$ cat src/rtl/jk_drive_sequencer.sv
// Command-driven j/k stimulus stage for a bank of JK flip-flops.
// Applies hold/reset/set/toggle to masked channels for N cycles and tracks the expected Q.
module jk_drive_sequencer #(
  parameter int WIDTH = 4,
  parameter int CNT_W = 8
) (
  input  logic             clk,
  input  logic             rst,
  input  logic             cmd_valid,
  output logic             cmd_ready,
  input  logic [1:0]       cmd_op,
  input  logic [WIDTH-1:0] cmd_mask,
  input  logic [CNT_W-1:0] cmd_count,
  output logic [WIDTH-1:0] j,
  output logic [WIDTH-1:0] k,
  output logic             busy,
  output logic             done,
  output logic [WIDTH-1:0] q_shadow
);

  typedef enum logic [1:0] {S_IDLE, S_DRIVE, S_GAP} state_t;

  state_t           r_state, w_state_next;
  logic [1:0]       r_op, w_op_next;
  logic [WIDTH-1:0] r_mask, w_mask_next;
  logic [CNT_W-1:0] r_remaining, w_remaining_next;
  logic [WIDTH-1:0] r_j, r_k, r_q;
  logic [WIDTH-1:0] w_j_next, w_k_next, w_q_next;
  logic [WIDTH-1:0] w_drive_j, w_drive_k;
  logic [WIDTH-1:0] w_src_mask;
  logic [1:0]       w_src_op;
  logic             r_busy, r_done, r_ready;
  logic             w_busy_next, w_done_next, w_ready_next;
  logic             w_accept;

  assign w_accept   = cmd_valid & r_ready;
  // On the accepting edge the drive pattern comes straight from the command, later from the latch.
  assign w_src_mask = (r_state == S_IDLE) ? cmd_mask : r_mask;
  assign w_src_op   = (r_state == S_IDLE) ? cmd_op : r_op;

  genvar gi;
  generate
    for (gi = 0; gi < WIDTH; gi++) begin : g_chan
      assign w_drive_j[gi] = w_src_mask[gi] & w_src_op[1];
      assign w_drive_k[gi] = w_src_mask[gi] & w_src_op[0];
      // Same edge the downstream flop samples r_j/r_k: Q+ = J.~Q | ~K.Q
      assign w_q_next[gi]  = (r_j[gi] & ~r_q[gi]) | (~r_k[gi] & r_q[gi]);
    end
  endgenerate

  always_comb begin
    w_state_next     = r_state;
    w_op_next        = r_op;
    w_mask_next      = r_mask;
    w_remaining_next = r_remaining;
    w_j_next         = '0;
    w_k_next         = '0;
    w_busy_next      = 1'b0;
    w_done_next      = 1'b0;
    w_ready_next     = 1'b0;
    case (r_state)
      S_IDLE: begin
        if (w_accept) begin
          w_state_next     = S_DRIVE;
          w_op_next        = cmd_op;
          w_mask_next      = cmd_mask;
          w_remaining_next = (cmd_count == '0) ? CNT_W'(1) : cmd_count;
          w_j_next         = w_drive_j;
          w_k_next         = w_drive_k;
          w_busy_next      = 1'b1;
        end else begin
          w_ready_next = 1'b1;
        end
      end
      S_DRIVE: begin
        w_remaining_next = r_remaining - CNT_W'(1);
        w_busy_next      = 1'b1;
        if (r_remaining == CNT_W'(1)) begin
          w_state_next = S_GAP;
          w_done_next  = 1'b1;
        end else begin
          w_j_next = w_drive_j;
          w_k_next = w_drive_k;
        end
      end
      S_GAP: begin
        w_state_next = S_IDLE;
        w_ready_next = 1'b1;
      end
      default: begin
        w_state_next = S_IDLE;
        w_ready_next = 1'b1;
      end
    endcase
  end

  always_ff @(posedge clk) begin
    if (rst) begin
      r_state     <= S_IDLE;
      r_op        <= '0;
      r_mask      <= '0;
      r_remaining <= '0;
      r_j         <= '0;
      r_k         <= '0;
      r_q         <= '0;
      r_busy      <= 1'b0;
      r_done      <= 1'b0;
      r_ready     <= 1'b1;
    end else begin
      r_state     <= w_state_next;
      r_op        <= w_op_next;
      r_mask      <= w_mask_next;
      r_remaining <= w_remaining_next;
      r_j         <= w_j_next;
      r_k         <= w_k_next;
      r_q         <= w_q_next;
      r_busy      <= w_busy_next;
      r_done      <= w_done_next;
      r_ready     <= w_ready_next;
    end
  end

  assign cmd_ready = r_ready;
  assign j         = r_j;
  assign k         = r_k;
  assign busy      = r_busy;
  assign done      = r_done;
  assign q_shadow  = r_q;

endmodule

$ cat config.mk
export PLATFORM = sky130hd
export DESIGN_NAME = jk_drive_sequencer
export DESIGN_NICKNAME = d
export VERILOG_FILES = /design/src/rtl/jk_drive_sequencer.sv
export SDC_FILE = /design/constraint.sdc
export NUM_CORES = 1
export LEC_CHECK = 0
export ABC_AREA = 1
export BUFFER_PORTS_ARGS = -buffer_cell sky130_fd_sc_hd__clkbuf_2
export CORE_ASPECT_RATIO = 0.9
export CORE_MARGIN = 2
export CORE_UTILIZATION = 51
export DETAILED_ROUTE_END_ITERATION = 10
export PLACE_DENSITY = 0.77
export SETUP_SLACK_MARGIN = 0.2
export SYNTH_ARGS = -nofsm -noshare
export SYNTH_HDL_FRONTEND = slang
export SYNTH_SLANG_ARGS = --single-unit
$ cat constraint.sdc
create_clock -name clk -period 1.34 [get_ports clk]
set_input_delay 0.201 -clock clk [delete_from_list [all_inputs] [get_ports clk]]
set_output_delay 0.201 -clock clk [all_outputs]
set_load 0.01 [all_outputs]
# ---- Word level (Yosys, flattened, before mapping)
# Index checks and enable logic that the tools add are counted.
dict set report classes {
  n_addsub 1
  n_eq_ne 4
  muxes 19
  n_bitwise 30
  n_reduce_logical 7
}
# op n
set ops {}
lappend ops {{$mux W4} 5}
lappend ops {{$and A1 B1 Y1} 17}
lappend ops {{$mux W8} 2}
lappend ops {{$pmux W4 S2} 2}
lappend ops {{$pmux W8 S2} 1}
lappend ops {{$not A1 Y1} 9}
lappend ops {{$eq A8 B1 Y1 const B} 1}
lappend ops {{$logic_not A8 Y1} 1}
lappend ops {{$sub A8 B1 Y8 const B} 1}
lappend ops {{$mux W2} 3}
lappend ops {{$reduce_and A2 Y1} 3}
lappend ops {{$ne A2 B2 Y1 const B} 2}
lappend ops {{$or A1 B1 Y1} 4}
lappend ops {{$pmux W1 S2} 2}
lappend ops {{$pmux W2 S2} 1}
lappend ops {{$mux W1} 3}
lappend ops {{$eq A2 B1 Y1 const B} 1}
lappend ops {{$logic_not A2 Y1} 1}
lappend ops {{$reduce_bool A2 Y1} 1}
lappend ops {{$reduce_or A2 Y1} 1}
dict set report totals {
  register_bits 31
  out_inout_bits 15
  word_cells 71
}

# ---- Longest topological paths before layout
dict set report depth {
  word_depth 5
  depth_mapped 8
}

# ---- Least setup slack after synthesis
# No wires, ideal clock.
dict set report synth_timing {
  kind {register -> register}
  from {reg r_remaining[0]}
  to {reg r_remaining[4]}
  setup_ps 132
  arrival_time_ps 1024
  t_required_ps 1208
  path_slack_ps 184
  path_stages_with_launch 8
  n_path_buf 0
  period_less_slack_ps 1156
  cell_sequence {dfxtp_1 inv_1 ha_1 nand2_1 xor2_1 nand2_1 nand2_1 a21oi_1}
}
dict set report synth_between {
  elab_chain_len 2
}
# element line_no
set synth_lines {}
lappend synth_lines {{from (decl)} 26} ;# logic [CNT_W-1:0] r_remaining, w_remaining_next;
lappend synth_lines {{from (signal assigned)} 113} ;# r_remaining <= w_remaining_next;
lappend synth_lines {{$sub A8 B1 Y8} 76} ;# w_remaining_next = r_remaining - CNT_W'(1);
lappend synth_lines {{$pmux W8 S2} 61} ;# case (r_state)
# Every way passes these cells.
# A chain may end at the register's enable or synchronous reset.

# ---- Worst setup path after layout
dict set report layout_timing {
  from {reg r_remaining[6]}
  to {reg r_k[0], in the netlist k[0]}
}
dict set report layout_between {
  elab_chain_len 3
}
# element line_no
set layout_lines {}
lappend layout_lines {{$eq A8 B1 Y1} 78} ;# if (r_remaining == CNT_W'(1)) begin
lappend layout_lines {{$mux W4} 78}
lappend layout_lines {{$pmux W4 S2} 61}
lappend layout_lines {{to (signal assigned)} 115} ;# r_k <= w_k_next;
lappend layout_lines {{to (decl)} 27} ;# logic [WIDTH-1:0] r_j, r_k, r_q;
# Every way passes these cells.

==> impl_metrics.json <==
{
  "cts_sinks": 31,
  "crit_fanout": 5,
  "n_antenna_cell": 0,
  "yosysWarningCount": 0,
  "drc": 0,
  "place_congestion": 0.854,
  "power_mw": 2.72,
  "ys_seq_area_frac": 0.466,
  "ys_seq_elements": 31,
  "firstDrtPassIters": 5,
  "grt_pass1_wl_um": 5780,
  "grt_overflow": 0,
  "die_h_um": 52.5,
  "vias_per_cell": 5.80,
  "synth_fa_ha_area_frac": 0.0188,
  "area_growth_pct": 40.6,
  "grt_pass1_vias": 1305,
  "first_iter_violations": 61,
  "nets": 245,
  "p_per_area_nw_per_um2": 1450,
  "period_share": 0.955,
  "path_clk_slew_ps": 110,
  "hpwlAfterDp_um": 2380,
  "tns_ps": 0,
  "syn_nets": 193,
  "slew_violations": 0,
  "cts_buffer_depth": 2,
  "placed_area_um2": 1540,
  "root_buffer": "clkbuf_4",
  "rsz0062_at_grt": "true",
  "grt_start_max_net_pins": 15,
  "coreArea_um2": 2470,
  "synth_top_family_by_area": "simple AND/OR/NAND/NOR gates",
  "track_usage": 0.265,
  "p_switching_mw": 0.933,
  "synth_mux_area_frac": 0.00752,
  "synth_xor_area_frac": 0.00658,
  "synth_cells": 174,
  "synth_compound_area_frac": 0.139,
  "required_ps": 1570,
  "ys_types": 25,
  "hp-class": "in -> reg",
  "fin_skew_ps": 8.51,
  "synth-simple-area-share": 0.287,
  "wirelength_um": 4260,
  "comb_power_share": 0.302,
  "wl_per_cell_um": 16.7,
  "max_slew_margin": 0.726,
  "hold_violations": 0,
  "clk_latency_ps": 350,
  "start_util": 0.540,
  "cts_tree": "yes",
  "utilization": 0.759,
  "power_frac_clock": 0.289,
  "layout_min_cycle_time_ps": 1280,
  "via_count": 1480,
  "synth_edf_count": 0,
  "cts_buffers": 5,
  "dieWidth_um": 57.9,
  "dieArea_um2": 3040,
  "cts_max_level": 2,
  "antenna_found_initial": 0,
  "worst_pin_slew_ps": 407,
  "ant_nets": 0,
  "pin_count": 32,
  "max_freq_mhz": 781,
  "synthesis.area_um2": 1330,
  "p_int_mw": 1.79,
  "leakagePower_nw": 0.874,
  "syn-mean-instance-area_um2": 7.65,
  "fillerInstances": 172,
  "end_kind": "register",
  "maxCapViolCount": 0,
  "synth_ff_type": "dfxtp_1",
  "power_frac_seq": 0.409,
  "setup_viol": 0,
  "port_buffers": 31,
  "worst_setup_path_start_kind": "register",
  "p_sw_frac": 0.343,
  "row_count": 17,
  "async_flop_share": 0,
  "critPathArrivalTime_ps": 1510,
  "ir_drop_v": 0.00116,
  "design_area_um2": 1870,
  "worstSetupPathType": "reg -> reg",
  "drive_gt1_frac": 0.436,
  "status": "complete, no violations"
}
cell type report:
class / instances / area, um^2 / share of cell area
multi-input combinational: 119 / 737 / 0.394
clock inverter: 2 / 35.0 / 0.0187
tap: 28 / 35.0 / 0.0187
clock buffer: 6 / 51.3 / 0.0274
inverter: 22 / 98.8 / 0.0528
sequential: 31 / 636 / 0.340
timing repair buffer: 47 / 279 / 0.149
cells in the final DEF (no fill, tap or decap), drive strengths merged:
| master | synthesis | routed |
|---|---|---|
| clkinvlp | 0 | 1 |
| a211oi | 3 | 3 |
| xor2 | 1 | 1 |
| dfxtp | 31 | 31 |
| nand3 | 12 | 12 |
| nor4 | 2 | 2 |
| inv | 22 | 21 |
| o211ai | 2 | 2 |
| nand4 | 1 | 1 |
| nand2 | 38 | 38 |
| a31oi | 2 | 2 |
| clkinv | 0 | 1 |
| o21ai | 13 | 13 |
| bufinv | 0 | 1 |
| clkbuf | 1 | 37 |
| nor3 | 3 | 3 |
| ha | 2 | 2 |
| mux2i | 1 | 1 |
| a21oi | 12 | 12 |
| buf | 1 | 16 |
| nor2 | 26 | 26 |
| o22a | 1 | 1 |
registers in the layout, summed over array words and instances, names as in the netlist:
register and cells:
cmd_ready 1, busy 1, r_remaining 8, r_state 2
j 4, done 1, q_shadow 4, k 4
r_op 2, r_mask 4
through the flow:
step | hold WS (ps) | worst slack, ps | cells
floorplan | 280 | 212 | 174
global placement | 414 | 45.0 | 235
detailed placement | 427 | -44.6 | 235
CTS | 82.0 | 176 | 253
global route | 99.7 | 20.1 | 255
finish | 93.4 | 60.4 | 255
cell usage after synthesis, types with 2 or more instances:
cell type / instances / area share
dfxtp_1: 31 / 0.47
o21ai_0: 12 / 0.045
a31oi_1: 2 / 0.0094
a21oi_1: 12 / 0.045
nand2_4: 4 / 0.034
o211ai_1: 2 / 0.011
ha_1: 2 / 0.019
nor2_4: 2 / 0.017
nor2_1: 24 / 0.068
nor4_1: 2 / 0.0094
nand3_1: 12 / 0.045
a211oi_1: 3 / 0.017
nor3_1: 3 / 0.011
nand2_1: 33 / 0.093
inv_1: 20 / 0.056
repair_timing:
action,CTS,global route
endpoints found under the hold margin,0,0
setup endpoints to repair,22,19
buffers inserted,10,2
gates resized for setup,21,32
hold buffers,0,0
pin swaps,7,14
cells by family (layout without fill, tap and decap cells):
family	Yosys count	count (layout)
AOI/OAI and AO/OA	33	33
and+or+nand+nor	82	82
buffers and inverters	24	77
muxes	1	1
xor gates and xnor gates	1	1
adders and majority gates	2	2
DFF	31	31
final timing paths:
kind              slack (ps)  cells after the start                        start                          end
setup reg to reg          60                      6  r_remaining[6]$_SDFFE_PP0P_              k[0]$_SDFF_PP0_
setup / recovery          60                      6  r_remaining[6]$_SDFFE_PP0P_              k[0]$_SDFF_PP0_
hold reg to reg          440                      1              k[0]$_SDFF_PP0_       q_shadow[0]$_SDFF_PP0_
hold / removal            90                      3                 cmd_count[0]  r_remaining[0]$_SDFFE_PP0P_
power groups by stage:
stage	registers, mW	logic [mW]	clock network [mW]
CTS	1.09	0.668	0.777
floorplan	1.11	0.384	0
global placement	1.10	0.544	0
detailed placement	1.11	0.568	0
finish	1.11	0.822	0.785
global route	1.12	0.883	0.833
per-layer routing:
layer,GRT usage,routed length [um]
met1,0.321,1660
met2,0.426,2040
met3,0.0765,364
met4,0.140,198
met5,0,0
critical path, cell delays in order (launching register included):
cell	delay [ps]
dfxtp_1	390
nor2_1	240
nand3_4	140
o21ai_4	190
nor2_4	80
nand2_4	90
nor2_1	50
Power figures use the tool's default switching activity.
